===== src/rtl/alu_mc_pkg.sv =====
// -----------------------------------------------------------------------------
// alu_mc_pkg
// Shared definitions for the multi-cycle ALU:
//   - opcode map (8-bit codes, including the optional signed ops),
//   - operand source select codes,
//   - top-level FSM state enum,
//   - iterative unit mode enum.
// Optional feature macro: ALU_MC_SIGNED_EN (the signed opcodes are always
// defined here; only the top decides whether to decode them).
// -----------------------------------------------------------------------------
package alu_mc_pkg;

  // Logic ops
  localparam int OP_AND  = 'h00;
  localparam int OP_NAND = 'h01;
  localparam int OP_OR   = 'h02;
  localparam int OP_NOR  = 'h03;
  localparam int OP_XOR  = 'h04;
  localparam int OP_XNOR = 'h05;
  localparam int OP_NOT  = 'h06;
  // Arithmetic ops
  localparam int OP_ADD  = 'h07;
  localparam int OP_SUB  = 'h08;
  localparam int OP_MUL  = 'h09;
  localparam int OP_DIV  = 'h0A;
  localparam int OP_MOD  = 'h0B;
  // Comparisons (all-ones when true)
  localparam int OP_GT   = 'h0C;
  localparam int OP_GE   = 'h0D;
  localparam int OP_EQ   = 'h0E;
  localparam int OP_NE   = 'h0F;
  localparam int OP_LE   = 'h10;
  localparam int OP_LT   = 'h11;
  // PLC set/reset/store/load
  localparam int OP_S    = 'h1B;
  localparam int OP_R    = 'h1C;
  localparam int OP_ST   = 'h1D;
  localparam int OP_STN  = 'h1E;
  localparam int OP_LD   = 'h1F;
  localparam int OP_LDN  = 'h20;
  // Signed ops (decoded only with ALU_MC_SIGNED_EN)
  localparam int OP_SGT  = 'h21;
  localparam int OP_SLT  = 'h22;
  localparam int OP_SMUL = 'h23;
  localparam int OP_SDIV = 'h24;

  // Operand source select codes
  localparam int SRC_RF   = 0;
  localparam int SRC_BIT  = 1;
  localparam int SRC_WORD = 2;
  localparam int SRC_IMM  = 3;

  typedef enum logic [1:0] {
    IDLE = 2'd0,
    ITER = 2'd1,
    DONE = 2'd2
  } state_t;

  typedef enum logic [1:0] {
    IM_MUL = 2'd0,
    IM_DIV = 2'd1,
    IM_MOD = 2'd2
  } iter_mode_t;

endpackage


===== src/rtl/alu_iter_unit.sv =====
// -----------------------------------------------------------------------------
// alu_iter_unit
// Shared iterative engine: shift-add multiplier and restoring divider, one
// bit per clock, WIDTH steps per operation.
// Ports:
//   clk, rst_n   clock / asynchronous active-low reset
//   start        load a, b, mode and begin iterating
//   mode         IM_MUL (low product bits), IM_DIV (quotient), IM_MOD (remainder)
//   a, b         unsigned operands (b != 0 for divide modes)
//   busy         iteration in progress
//   done         high in the last iteration cycle; result is valid then
//   result       value produced by the final step (combinational)
// -----------------------------------------------------------------------------
module alu_iter_unit
  import alu_mc_pkg::*;
#(
  parameter int WIDTH = 8
) (
  input  logic             clk,
  input  logic             rst_n,
  input  logic             start,
  input  iter_mode_t       mode,
  input  logic [WIDTH-1:0] a,
  input  logic [WIDTH-1:0] b,
  output logic             busy,
  output logic             done,
  output logic [WIDTH-1:0] result
);

  localparam int CW = $clog2(WIDTH);

  // Registers are shared between the two algorithms:
  //   MUL: r_x accumulator, r_y shifted multiplicand, r_z shifted multiplier
  //   DIV: r_x partial remainder, r_y dividend shifting into quotient, r_z divisor
  iter_mode_t       r_mode;
  logic             r_busy;
  logic [CW-1:0]    r_count;
  logic [WIDTH-1:0] r_x, r_y, r_z;

  logic [WIDTH-1:0] w_nx, w_ny, w_nz;
  logic [WIDTH:0]   w_shift, w_trial;

  // One algorithm step. For division the trial subtraction is WIDTH+1 bits
  // wide; its top bit set means the divisor did not fit, so the shifted
  // remainder is kept (restoring) and a 0 quotient bit is shifted in.
  always_comb begin
    w_nx    = r_x;
    w_ny    = r_y;
    w_nz    = r_z;
    w_shift = '0;
    w_trial = '0;
    if (r_mode == IM_MUL) begin
      w_nx = r_x + (r_z[0] ? r_y : '0);
      w_ny = r_y << 1;
      w_nz = r_z >> 1;
    end else begin
      w_shift = {r_x, r_y[WIDTH-1]};
      w_trial = w_shift - {1'b0, r_z};
      if (!w_trial[WIDTH]) begin
        w_nx = w_trial[WIDTH-1:0];
        w_ny = {r_y[WIDTH-2:0], 1'b1};
      end else begin
        w_nx = w_shift[WIDTH-1:0];
        w_ny = {r_y[WIDTH-2:0], 1'b0};
      end
    end
  end

  assign busy   = r_busy;
  assign done   = r_busy && (r_count == CW'(WIDTH - 1));
  assign result = (r_mode == IM_DIV) ? w_ny : w_nx;

  // Both algorithms load the same way: clear r_x, a into r_y, b into r_z.
  always_ff @(posedge clk or negedge rst_n) begin
    if (!rst_n) begin
      r_busy  <= 1'b0;
      r_mode  <= IM_MUL;
      r_count <= '0;
      r_x     <= '0;
      r_y     <= '0;
      r_z     <= '0;
    end else if (start) begin
      r_busy  <= 1'b1;
      r_mode  <= mode;
      r_count <= '0;
      r_x     <= '0;
      r_y     <= a;
      r_z     <= b;
    end else if (r_busy) begin
      r_x     <= w_nx;
      r_y     <= w_ny;
      r_z     <= w_nz;
      r_count <= r_count + 1'b1;
      if (done) r_busy <= 1'b0;
    end
  end

endmodule


===== src/rtl/alu_mc.sv =====
// -----------------------------------------------------------------------------
// alu_mc
// Multi-cycle ALU for the PLC core datapath. Single-cycle ops produce a
// registered result on the accept edge; MUL/DIV/MOD (B != 0) run WIDTH
// iterations in alu_iter_unit and register the result one edge later.
// Optional feature macro: ALU_MC_SIGNED_EN adds SGT, SLT, SMUL, SDIV.
// Ports:
//   clk, rst_n                      clock / asynchronous active-low reset
//   in_valid, in_ready              request handshake
//   op_code                         operation code
//   source1_choice, source2_choice  operand select (0 rf, 1 bit, 2 word, 3 imm)
//   bit_mem_*, word_mem_*, rf_*, imm_*  operand sources for A and B
//   alu_c_in, alu_b_in              carry / borrow in
//   out_valid, out_ready            result handshake
//   alu_out, alu_c_out, alu_b_out   result and carry / borrow out
//   alu_flag_valid                  carry / borrow meaningful (ADD/SUB)
//   alu_zero, alu_div0              result is zero / divide by zero
// -----------------------------------------------------------------------------
module alu_mc
  import alu_mc_pkg::*;
#(
  parameter int WIDTH   = 8,
  parameter int IWIDTH  = 8,
  parameter int SOURCES = 4
) (
  input  logic                       clk,
  input  logic                       rst_n,
  input  logic                       in_valid,
  output logic                       in_ready,
  input  logic [IWIDTH-1:0]          op_code,
  input  logic [$clog2(SOURCES)-1:0] source1_choice,
  input  logic [$clog2(SOURCES)-1:0] source2_choice,
  input  logic                       bit_mem_a,
  input  logic                       bit_mem_b,
  input  logic [WIDTH-1:0]           word_mem_a,
  input  logic [WIDTH-1:0]           rf_a,
  input  logic [WIDTH-1:0]           imm_a,
  input  logic [WIDTH-1:0]           word_mem_b,
  input  logic [WIDTH-1:0]           rf_b,
  input  logic [WIDTH-1:0]           imm_b,
  input  logic                       alu_c_in,
  input  logic                       alu_b_in,
  output logic                       out_valid,
  input  logic                       out_ready,
  output logic [WIDTH-1:0]           alu_out,
  output logic                       alu_c_out,
  output logic                       alu_b_out,
  output logic                       alu_flag_valid,
  output logic                       alu_zero,
  output logic                       alu_div0
);

  localparam int SW = $clog2(SOURCES);

  state_t           r_state, w_state_nxt;
  logic [WIDTH-1:0] r_out;
  logic             r_c, r_b, r_fv, r_zero, r_div0, r_neg;

  logic [WIDTH-1:0] w_a, w_b, w_res, w_ia, w_ib, w_fin, w_iter_result;
  logic [WIDTH:0]   w_sum, w_dif;
  logic             w_c, w_bo, w_fv, w_div0, w_iter, w_neg;
  logic             w_accept, w_iter_busy, w_iter_done;
  iter_mode_t       w_mode;

  // Operand A source mux; the bit source is zero-extended.
  always_comb begin
    w_a = rf_a;
    case (source1_choice)
      SW'(SRC_BIT):  w_a = {{(WIDTH-1){1'b0}}, bit_mem_a};
      SW'(SRC_WORD): w_a = word_mem_a;
      SW'(SRC_IMM):  w_a = imm_a;
      default:       w_a = rf_a;
    endcase
  end

  // Operand B source mux.
  always_comb begin
    w_b = rf_b;
    case (source2_choice)
      SW'(SRC_BIT):  w_b = {{(WIDTH-1){1'b0}}, bit_mem_b};
      SW'(SRC_WORD): w_b = word_mem_b;
      SW'(SRC_IMM):  w_b = imm_b;
      default:       w_b = rf_b;
    endcase
  end

  assign w_sum = {1'b0, w_a} + {1'b0, w_b} + {{WIDTH{1'b0}}, alu_c_in};
  assign w_dif = {1'b0, w_a} - {1'b0, w_b} - {{WIDTH{1'b0}}, alu_b_in};

`ifdef ALU_MC_SIGNED_EN
  logic [WIDTH-1:0] w_mag_a, w_mag_b;
  assign w_mag_a = w_a[WIDTH-1] ? -w_a : w_a;
  assign w_mag_b = w_b[WIDTH-1] ? -w_b : w_b;
`endif

  // Decode: single-cycle results are computed straight from the selected
  // operands and registered on the accept edge. Iterative ops only set up
  // the unit's operands/mode; a zero divisor short-circuits to a 1-cycle
  // result. Signed multiply/divide feed magnitudes and remember the sign.
  always_comb begin
    w_res  = w_a;
    w_c    = 1'b0;
    w_bo   = 1'b0;
    w_fv   = 1'b0;
    w_div0 = 1'b0;
    w_iter = 1'b0;
    w_mode = IM_MUL;
    w_ia   = w_a;
    w_ib   = w_b;
    w_neg  = 1'b0;
    case (op_code)
      IWIDTH'(OP_AND):  w_res = w_a & w_b;
      IWIDTH'(OP_NAND): w_res = ~(w_a & w_b);
      IWIDTH'(OP_OR):   w_res = w_a | w_b;
      IWIDTH'(OP_NOR):  w_res = ~(w_a | w_b);
      IWIDTH'(OP_XOR):  w_res = w_a ^ w_b;
      IWIDTH'(OP_XNOR): w_res = ~(w_a ^ w_b);
      IWIDTH'(OP_NOT):  w_res = ~w_a;
      IWIDTH'(OP_ADD): begin
        w_res = w_sum[WIDTH-1:0];
        w_c   = w_sum[WIDTH];
        w_fv  = 1'b1;
      end
      IWIDTH'(OP_SUB): begin
        w_res = w_dif[WIDTH-1:0];
        w_bo  = w_dif[WIDTH];
        w_fv  = 1'b1;
      end
      IWIDTH'(OP_MUL): begin
        w_iter = 1'b1;
        w_mode = IM_MUL;
      end
      IWIDTH'(OP_DIV): begin
        if (w_b == '0) begin
          w_res  = '1;
          w_div0 = 1'b1;
        end else begin
          w_iter = 1'b1;
          w_mode = IM_DIV;
        end
      end
      IWIDTH'(OP_MOD): begin
        if (w_b == '0) begin
          w_res  = w_a;
          w_div0 = 1'b1;
        end else begin
          w_iter = 1'b1;
          w_mode = IM_MOD;
        end
      end
      IWIDTH'(OP_GT):  w_res = {WIDTH{w_a >  w_b}};
      IWIDTH'(OP_GE):  w_res = {WIDTH{w_a >= w_b}};
      IWIDTH'(OP_EQ):  w_res = {WIDTH{w_a == w_b}};
      IWIDTH'(OP_NE):  w_res = {WIDTH{w_a != w_b}};
      IWIDTH'(OP_LE):  w_res = {WIDTH{w_a <= w_b}};
      IWIDTH'(OP_LT):  w_res = {WIDTH{w_a <  w_b}};
      IWIDTH'(OP_S):   w_res = '1;
      IWIDTH'(OP_R):   w_res = '0;
      IWIDTH'(OP_ST), IWIDTH'(OP_LD):   w_res = w_a;
      IWIDTH'(OP_STN), IWIDTH'(OP_LDN): w_res = ~w_a;
`ifdef ALU_MC_SIGNED_EN
      IWIDTH'(OP_SGT): w_res = {WIDTH{$signed(w_a) > $signed(w_b)}};
      IWIDTH'(OP_SLT): w_res = {WIDTH{$signed(w_a) < $signed(w_b)}};
      IWIDTH'(OP_SMUL): begin
        w_iter = 1'b1;
        w_mode = IM_MUL;
        w_ia   = w_mag_a;
        w_ib   = w_mag_b;
        w_neg  = w_a[WIDTH-1] ^ w_b[WIDTH-1];
      end
      IWIDTH'(OP_SDIV): begin
        if (w_b == '0) begin
          w_res  = '1;
          w_div0 = 1'b1;
        end else begin
          w_iter = 1'b1;
          w_mode = IM_DIV;
          w_ia   = w_mag_a;
          w_ib   = w_mag_b;
          w_neg  = w_a[WIDTH-1] ^ w_b[WIDTH-1];
        end
      end
`endif
      default: w_res = w_a;
    endcase
  end

  // A new request may be taken whenever nothing is iterating and any held
  // result is being drained this cycle, which allows back-to-back
  // operation straight out of DONE.
  assign out_valid = (r_state == DONE);
  assign in_ready  = (r_state != ITER) && !w_iter_busy && (!out_valid || out_ready);
  assign w_accept  = in_valid && in_ready;

  alu_iter_unit #(
    .WIDTH (WIDTH)
  ) u_iter (
    .clk    (clk),
    .rst_n  (rst_n),
    .start  (w_accept && w_iter),
    .mode   (w_mode),
    .a      (w_ia),
    .b      (w_ib),
    .busy   (w_iter_busy),
    .done   (w_iter_done),
    .result (w_iter_result)
  );

  // Signed ops ran on magnitudes; restore the sign as the result is stored.
  assign w_fin = r_neg ? -w_iter_result : w_iter_result;

  // State register.
  always_ff @(posedge clk or negedge rst_n) begin
    if (!rst_n) r_state <= IDLE;
    else        r_state <= w_state_nxt;
  end

  // Next-state logic. An accept from DONE implies out_ready, so the held
  // result is consumed on the same edge.
  always_comb begin
    w_state_nxt = r_state;
    case (r_state)
      IDLE: if (w_accept) w_state_nxt = w_iter ? ITER : DONE;
      ITER: if (w_iter_done) w_state_nxt = DONE;
      DONE: begin
        if (w_accept)       w_state_nxt = w_iter ? ITER : DONE;
        else if (out_ready) w_state_nxt = IDLE;
      end
      default: w_state_nxt = IDLE;
    endcase
  end

  // Result and flag registers: loaded on a single-cycle accept or at the
  // end of iteration, otherwise held so DONE presents stable outputs.
  always_ff @(posedge clk or negedge rst_n) begin
    if (!rst_n) begin
      r_out  <= '0;
      r_c    <= 1'b0;
      r_b    <= 1'b0;
      r_fv   <= 1'b0;
      r_zero <= 1'b0;
      r_div0 <= 1'b0;
      r_neg  <= 1'b0;
    end else begin
      if (w_accept) r_neg <= w_neg;
      if (w_accept && !w_iter) begin
        r_out  <= w_res;
        r_c    <= w_c;
        r_b    <= w_bo;
        r_fv   <= w_fv;
        r_zero <= (w_res == '0);
        r_div0 <= w_div0;
      end else if ((r_state == ITER) && w_iter_done) begin
        r_out  <= w_fin;
        r_c    <= 1'b0;
        r_b    <= 1'b0;
        r_fv   <= 1'b0;
        r_zero <= (w_fin == '0);
        r_div0 <= 1'b0;
      end
    end
  end

  assign alu_out        = r_out;
  assign alu_c_out      = r_c;
  assign alu_b_out      = r_b;
  assign alu_flag_valid = r_fv;
  assign alu_zero       = r_zero;
  assign alu_div0       = r_div0;

endmodule


===== config.mk =====
export PLATFORM = sky130hd
export DESIGN_NAME = alu_mc
export DESIGN_NICKNAME = d
export VERILOG_FILES = /design/src/rtl/alu_mc_pkg.sv /design/src/rtl/alu_iter_unit.sv /design/src/rtl/alu_mc.sv
export SDC_FILE = /design/constraint.sdc
export NUM_CORES = 1
export LEC_CHECK = 0
export ABC_CLOCK_PERIOD_IN_PS = 3860
export BUFFER_PORTS_ARGS = -buffer_cell sky130_fd_sc_hd__buf_2
export CAP_MARGIN = 20
export CORE_ASPECT_RATIO = 0.6
export CORE_UTILIZATION = 59
export CTS_BUF_LIST = sky130_fd_sc_hd__clkbuf_16
export CTS_CLUSTER_DIAMETER = 120
export CTS_CLUSTER_SIZE = 25
export DETAILED_ROUTE_END_ITERATION = 8
export GPL_TIMING_DRIVEN = 0
export PLACE_DENSITY_LB_ADDON = 0.15
export SKIP_CTS_REPAIR_TIMING = 1
export SYNTH_ARGS = -nofsm -noshare
export SYNTH_HDL_FRONTEND = slang
export SYNTH_HIERARCHICAL = 1
export SYNTH_SLANG_ARGS = --single-unit

===== constraint.sdc =====
create_clock -name clk -period 3.86 [get_ports clk]
set_clock_uncertainty 0.15 [all_clocks]
set_input_delay 0.579 -clock clk [delete_from_list [all_inputs] [get_ports clk]]
set_output_delay 0.579 -clock clk [all_outputs]
set_load 0.1 [all_outputs]

* After elaboration in Yosys (flattened, before gate mapping)
Cells that the tools add are included.
** Operators by class
- $lt $le $gt $ge :: 4
- Bitwise operators :: 7
- Mux-type cells :: 47
- Reductions and logical operators :: 25
- Add/sub/neg operators :: 7
- Equality and inequality tests :: 37
** Operators by type and width (number)
- 8-bit one-hot mux with 18 select lines :: 1
- 8-bit two-way mux :: 14
- 8-bit by 4-bit equality test with 1-bit output, second input constant :: 8
- 8-bit one-hot mux with 3 select lines :: 2
- 8-bit by 5-bit equality test with 1-bit output, second input constant :: 5
- 8-bit by 3-bit equality test with 1-bit output, second input constant :: 4
- 8-bit logical NOT :: 4
- 8-bit inverter :: 4
- 1-bit two-way mux :: 19
- 8-bit by 2-bit equality test with 1-bit output, second input constant :: 2
- 2-bit two-way mux :: 6
- 2-bit equality test, second input constant :: 5
- 8-bit by 8-bit adder with 9-bit output :: 1
- 9-bit by 1-bit adder with 9-bit output :: 1
- 8-bit by 8-bit subtractor with 9-bit output :: 1
- 9-bit by 1-bit subtractor with 9-bit output :: 1
- 9-bit by 8-bit subtractor with 9-bit output :: 1
- 8-bit adder :: 1
- 8-bit AND :: 1
- 2-bit by 1-bit equality test with 1-bit output, second input constant :: 4
- 8-bit by 1-bit equality test with 1-bit output, second input constant :: 1
- 8-bit by 6-bit equality test with 1-bit output, second input constant :: 1
- 8-bit equality test :: 1
- 8-bit >= comparator :: 1
- other kinds (24) :: 38
** Storage, ports and cells
- Flip-flop bits (word level) :: 45
- Logic and storage cells :: 140
- Output and inout port bits :: 15
- Input port bits :: 68

* Depth between registers and ports, before layout
- Depth in word-level cells :: 8
- Mapped depth :: 16
- Gate-level depth less buffers :: 15

* By module
The synthesis kept the hierarchy.
** Modules (own cells, without submodules)
- alu_mc :: area an instance 3179.3 sq um, seq. area each 375.4 sq um, cells each 419, instances 1
- alu_iter_unit :: area an instance 2372.3 sq um, seq. area each 750.7 sq um, cells each 264, instances 1

* Least setup slack after synthesis
Ideal clock, no wire load.
- Path type :: input port to flip-flop
- Start :: input out_ready
- End :: register u_iter.r_z[1]
- Path slack :: -0.818 ns
- Cell stages on the path :: 8
- Setup time :: 0.136 ns
- Data required time :: 3.574 ns
- Buffers on the path :: 2
- Data arrival time :: 4.392 ns
- Cells stage by stage :: nor3b_1 > nor3_1 > nand2_1 > nor3_1 > clkbuf_1 > buf_1 > mux2i_1 > o21ai_0
** On the way
- Cells in the longest elaborated chain, start to end :: 6
- Elaborated cells between the ends (all ways) :: 8
- Classes of those cells :: mux (1); reduce/logical (7)
** Ends and longest elaborated chain
- start: declaration :: RTL line alu_mc.sv:44 : input logic out_ready,
- 1-bit logical OR (*) :: RTL line alu_mc.sv:192 : assign in_ready = (r_state != ITER) && !w_iter_busy && (!out_valid || out_ready);
- 1-bit logical AND (*) :: RTL line alu_mc.sv:192
- via in_ready :: RTL line alu_mc.sv:29 : output logic in_ready,
- 1-bit logical AND (*) :: RTL line alu_mc.sv:193 : assign w_accept = in_valid && in_ready;
- 1-bit logical AND (*) :: RTL line alu_mc.sv:200 : .start (w_accept && w_iter),
- 2-bit nonzero test (no line)
- 2-bit AND reduction (no line)
- end signal: assignment :: RTL line alu_iter_unit.sv:92 : r_z <= w_nz;
- end: declaration :: RTL line alu_iter_unit.sv:38 : logic [WIDTH-1:0] r_x, r_y, r_z;
Mark *: on every way through the listed nets, which the timed path passes. The rest lies on a longest branch.
A chain may end at the register's enable or synchronous reset.

* Worst setup path after layout
- Start :: input source1_choice[0]
- End :: register r_zero, in the netlist alu_zero
** On the way
- Cells in the longest elaborated chain, start to end :: 7
- Elaborated cells between the ends (all ways) :: 25
- Classes of those cells :: add/sub (4); order compare (4); eq/ne (5); mux (4); bitwise (7); reduce/logical (1)
** Ends and longest elaborated chain
- start: declaration :: RTL line alu_mc.sv:31 : input logic [$clog2(SOURCES)-1:0] source1_choice,
- 2-bit equality test / 2-bit by 1-bit equality test with 1-bit output (equally long branches) :: RTL line alu_mc.sv:68 : case (source1_choice)
- 8-bit one-hot mux with 3 select lines (*) :: RTL line alu_mc.sv:68
- via w_a[6] :: RTL line alu_mc.sv:59 : logic [WIDTH-1:0] w_a, w_b, w_res, w_ia, w_ib, w_fin, w_iter_result;
- 8-bit by 8-bit subtractor with 9-bit output (tied with other cells) :: RTL line alu_mc.sv:88 : assign w_dif = {1'b0, w_a} - {1'b0, w_b} - {{WIDTH{1'b0}}, alu_b_in};
- 9-bit by 1-bit subtractor with 9-bit output (tied with other cells) :: RTL line alu_mc.sv:88
- 8-bit one-hot mux with 18 select lines (*) :: RTL line alu_mc.sv:111 : case (op_code)
- 8-bit logical NOT (*) :: RTL line alu_mc.sv:251 : r_zero <= (w_res == '0);
- 1-bit two-way mux (*) :: RTL line alu_mc.sv:246 : if (w_accept && !w_iter) begin
- end signal: assignment :: RTL line alu_mc.sv:251
- end signal: assignment :: RTL line alu_mc.sv:258 : r_zero <= (w_fin == '0);
- end: declaration :: RTL line alu_mc.sv:57 : logic r_c, r_b, r_fv, r_zero, r_div0, r_neg;
Marks and branches as above.

==> run summary <==
XOR/XNOR Fraction of Synth Area: 0.04891
failing checks: negative setup slack
met2 WL: 7329 um
gp weighted congestion: 1.029
Worst EP required: 3.90 ns
worst-path fanout max: 6
slowest stage delay, CP: 0.57 ns
worst slew pin tran: 0.8968 ns
Critical-path top delay cell: or4_4
DIE WIDTH: 127.2 um
Cell Chain, Critical Path: buf_12 > mux2_4 > a22o_4 > ha_4 > or4_4 > nor4b_4 > buf_4 > xnor2_2 > o311ai_2 > nor3_2 > buf_4 > buf_6 > a41oi_2 > o22ai_2 > o2111ai_2 > o41ai_2
met1 WL: 8428 um
crit path launch type: primary input
outcome: complete, but fails checks
Hold Path Stages: 2
register area share after synthesis: 0.2028
layout cells sized above 1: 0.2701
htree depth: 2
Setup crit end kind: flop
Top Ports: 83
Worst-path clk slew: 0.07 ns
VDD IR-drop max: 735.1 uV
CTS Buffer Depth: 2
Top Layer Used: met4
adder and majority gate portion of the synthesized area: 0.1433
DR iter-0 viols: 689
WS Path Type: in -> reg
Crit path depth: 16
Period Utilization, post-route: 1.068
Final #Nets: 923
WHS: 0.3633 ns
setup_tns: -0.5740 ns
Pre-antenna DRT Iters: 6
power consumption: 3.262 mW
clk root buf: clkbuf_16
leakage: 3.075 nW
FF-to-FF path depth: 14
most frequent CP cell: buf_4
commonest register cell after synthesis: dfrtp_1
final antenna-violating net count: 0
DR WL met3: 2929 um
crit-path leading delay family: compound AO/OA/AOI/OAI gates
total congestion overflow: 0
CP bufs+invs: 4
post-synthesis mux area share: 0.09849
Vias: 5,953
final slew viol count: 0
Reg2Reg Setup Slack: 0.40 ns
Max Cap Viol: 0
first-pass GRT wire length: 28,780 um
initial core utilization: 0.6297
syn_nets: 811
Ant. Diodes: 0
initial antenna violation count: 0
Synth Instances: 683
routed length per instance: 20.53 um
hold crit path type: reg -> reg
Ys Warns: 6
Area growth, synth to finish: 23.66%
post-route minimum period: 4.123 ns
Vias/cell: 6.457
fillers: 614
die area: 9814 um^2
EDFF count, synth: 0
Power per Cell Area: 475.1 nW/um^2
final worst slack: -0.2632 ns
Syn Area/Cell: 8.128 um^2
TritonCTS clock tree: done
clk sink count: 45
final setup fails: 4
Post-Synthesis Cell Area: 5552 um^2
# DRC: 0
PortBufs: 76
asr flop ratio synth: 1.000
Max-slew headroom: 0.4021
clock buffers created by TritonCTS: 5
Post-Route WL: 18,930 um
Yosys cell types: 81
area fraction in compound gates after synthesis: 0.2436
Max Fclk: 242.5 MHz
Core ar.: 8816 um^2
RSZ-0062 raised after global routing: true
vias in the first global route: 5,444
GRT Util Overall: 0.3835
Die Y: 77.14 um
post-synthesis simple-gate area fraction: 0.1947
# rows: 26
CP arrival: 4.17 ns
Final Hold Vio Count: 0
detailed placement HPWL: 14,380 um
largest family of logic cells by synthesized area: compound AO/OA/AOI/OAI gates
Clock Latency Late Sink: 0.30 ns
largest net degree at the start of global routing: 46
#FFs+latches synth: 45
==> Yosys cell counts, types with 6 or more instances <==
cell      number  area share
a21oi_1       43       0.039
a22o_1        14       0.022
a31oi_1        7      0.0079
and2_1        13       0.015
buf_6          6       0.012
clkbuf_1      19       0.013
dfrtp_1       45        0.20
fa_1           6       0.022
ha_1          54        0.12
inv_1         48       0.032
mux2_2        16       0.032
mux2i_1       28       0.050
nand2_1       79       0.053
nand2b_1      10       0.011
nand3_1       18       0.016
nor2_1        37       0.025
nor2b_1        8      0.0090
nor3_1        14       0.013
o21ai_0       55       0.050
o22ai_1        7      0.0079
o31ai_1        6      0.0081
xnor2_1       20       0.032
xor2_1        11       0.017
==> where the power goes <==
part	switching, mW	internal [mW]
clock network	0.196	0.240
registers	0.136	0.598
logic	1.33	0.759
==> layer usage <==
metal | vias to the layer above | track usage
met5 | - | 0
met4 | 0 | 0.05595
met3 | 40 | 0.1389
met2 | 447 | 0.5253
met1 | 2771 | 0.5750
li1 | 2695 | -
==> flip-flops by register name (all words and copies together) (netlist names) <==
signal and count:
alu_out 8, u_iter/r_count 3, alu_b_out 1, r_state 2, u_iter/r_x 8, u_iter/r_mode 2, u_iter/r_y 8, u_iter/r_z 8
alu_zero 1, alu_div0 1, u_iter/busy 1, alu_flag_valid 1, alu_c_out 1
==> worst reg2reg max path: stages (launching register included) <==
cell and delay [ns]:
dfrtp_1 0.52, ha_1 0.24, inv_1 0.06, fa_1 0.43, nand3_1 0.14, a21oi_1 0.12
o211ai_4 0.30, mux2_4 0.33, nor2_1 0.28, o31ai_1 0.17, nor4_1 0.27, nand3_1 0.11
nand2_1 0.08, nand2_1 0.07, o41ai_2 0.08
==> final timing paths <==
check / start / to
worst min-delay path: u_iter/r_z[5] / u_iter/r_z[5]
min in group asynchronous: rst_n / u_iter/r_z[7]
worst max-delay path: source1_choice[0] / alu_zero
worst min register to register: u_iter/r_z[5] / u_iter/r_z[5]
max in group asynchronous: rst_n / alu_flag_valid
worst max register to register: u_iter/r_z[0] / alu_zero
==> logic make-up (layout without fill, tap and decap cells) <==
family | count (synthesis) | count (layout)
XOR/XNOR | 31 | 31
flip-flops | 45 | 45
AO/OA/AOI/OAI | 197 | 197
adder cells (fa/ha/maj) | 60 | 60
AND/OR/NAND/NOR | 216 | 216
buffers and inverters | 85 | 198
multiplexers | 49 | 49
==> per-stage QoR <==
step	setup slack, ns	area, um^2	util	cells
after detailed placement	-1.052	6247	0.7086	885
after global placement	-0.9553	6247	0.7086	885
after CTS	-0.7735	6392	0.7251	893
after floorplan	-0.07524	5709	-	683
final	-0.2632	6865	0.7787	922
after global routing	-0.2901	6865	0.7787	922
==> placed cells by master, fill, tap and decap left out, types with 5 or more instances in the layout <==
cell type  count
clkbuf_1      18
mux2_2        13
nand3_1       17
nand2b_1      10
buf_6          6
a21oi_2        5
nor3_1        11
inv_1         48
a21oi_1       39
a22o_4         9
nor2b_1        8
xnor2_1       18
clkbuf_16      6
xor2_1        11
a21o_1         5
o31ai_1        6
mux2i_1       28
and2_1        13
a22oi_1        5
nor2_1        35
o21ai_0       51
buf_2         80
o22ai_1        6
mux2_4         6
nand2_1       79
a31oi_1        5
ha_1          50
dfrtp_1       45
buf_4         27
==> area by class of cell <==
type,count,area [um^2],area share
Multi-Input combinational cell,553,4395,0.6402
Sequential cell,45,1126,0.1640
Timing Repair Buffer,105,628.1,0.09149
Buffer,37,232.7,0.03390
Inverter,48,180.2,0.02624
Tap cell,126,157.7,0.02296
Clock buffer,5,125.1,0.01822
Clock inverter,3,20.02,0.002916
(Power assumes the default switching activity.)
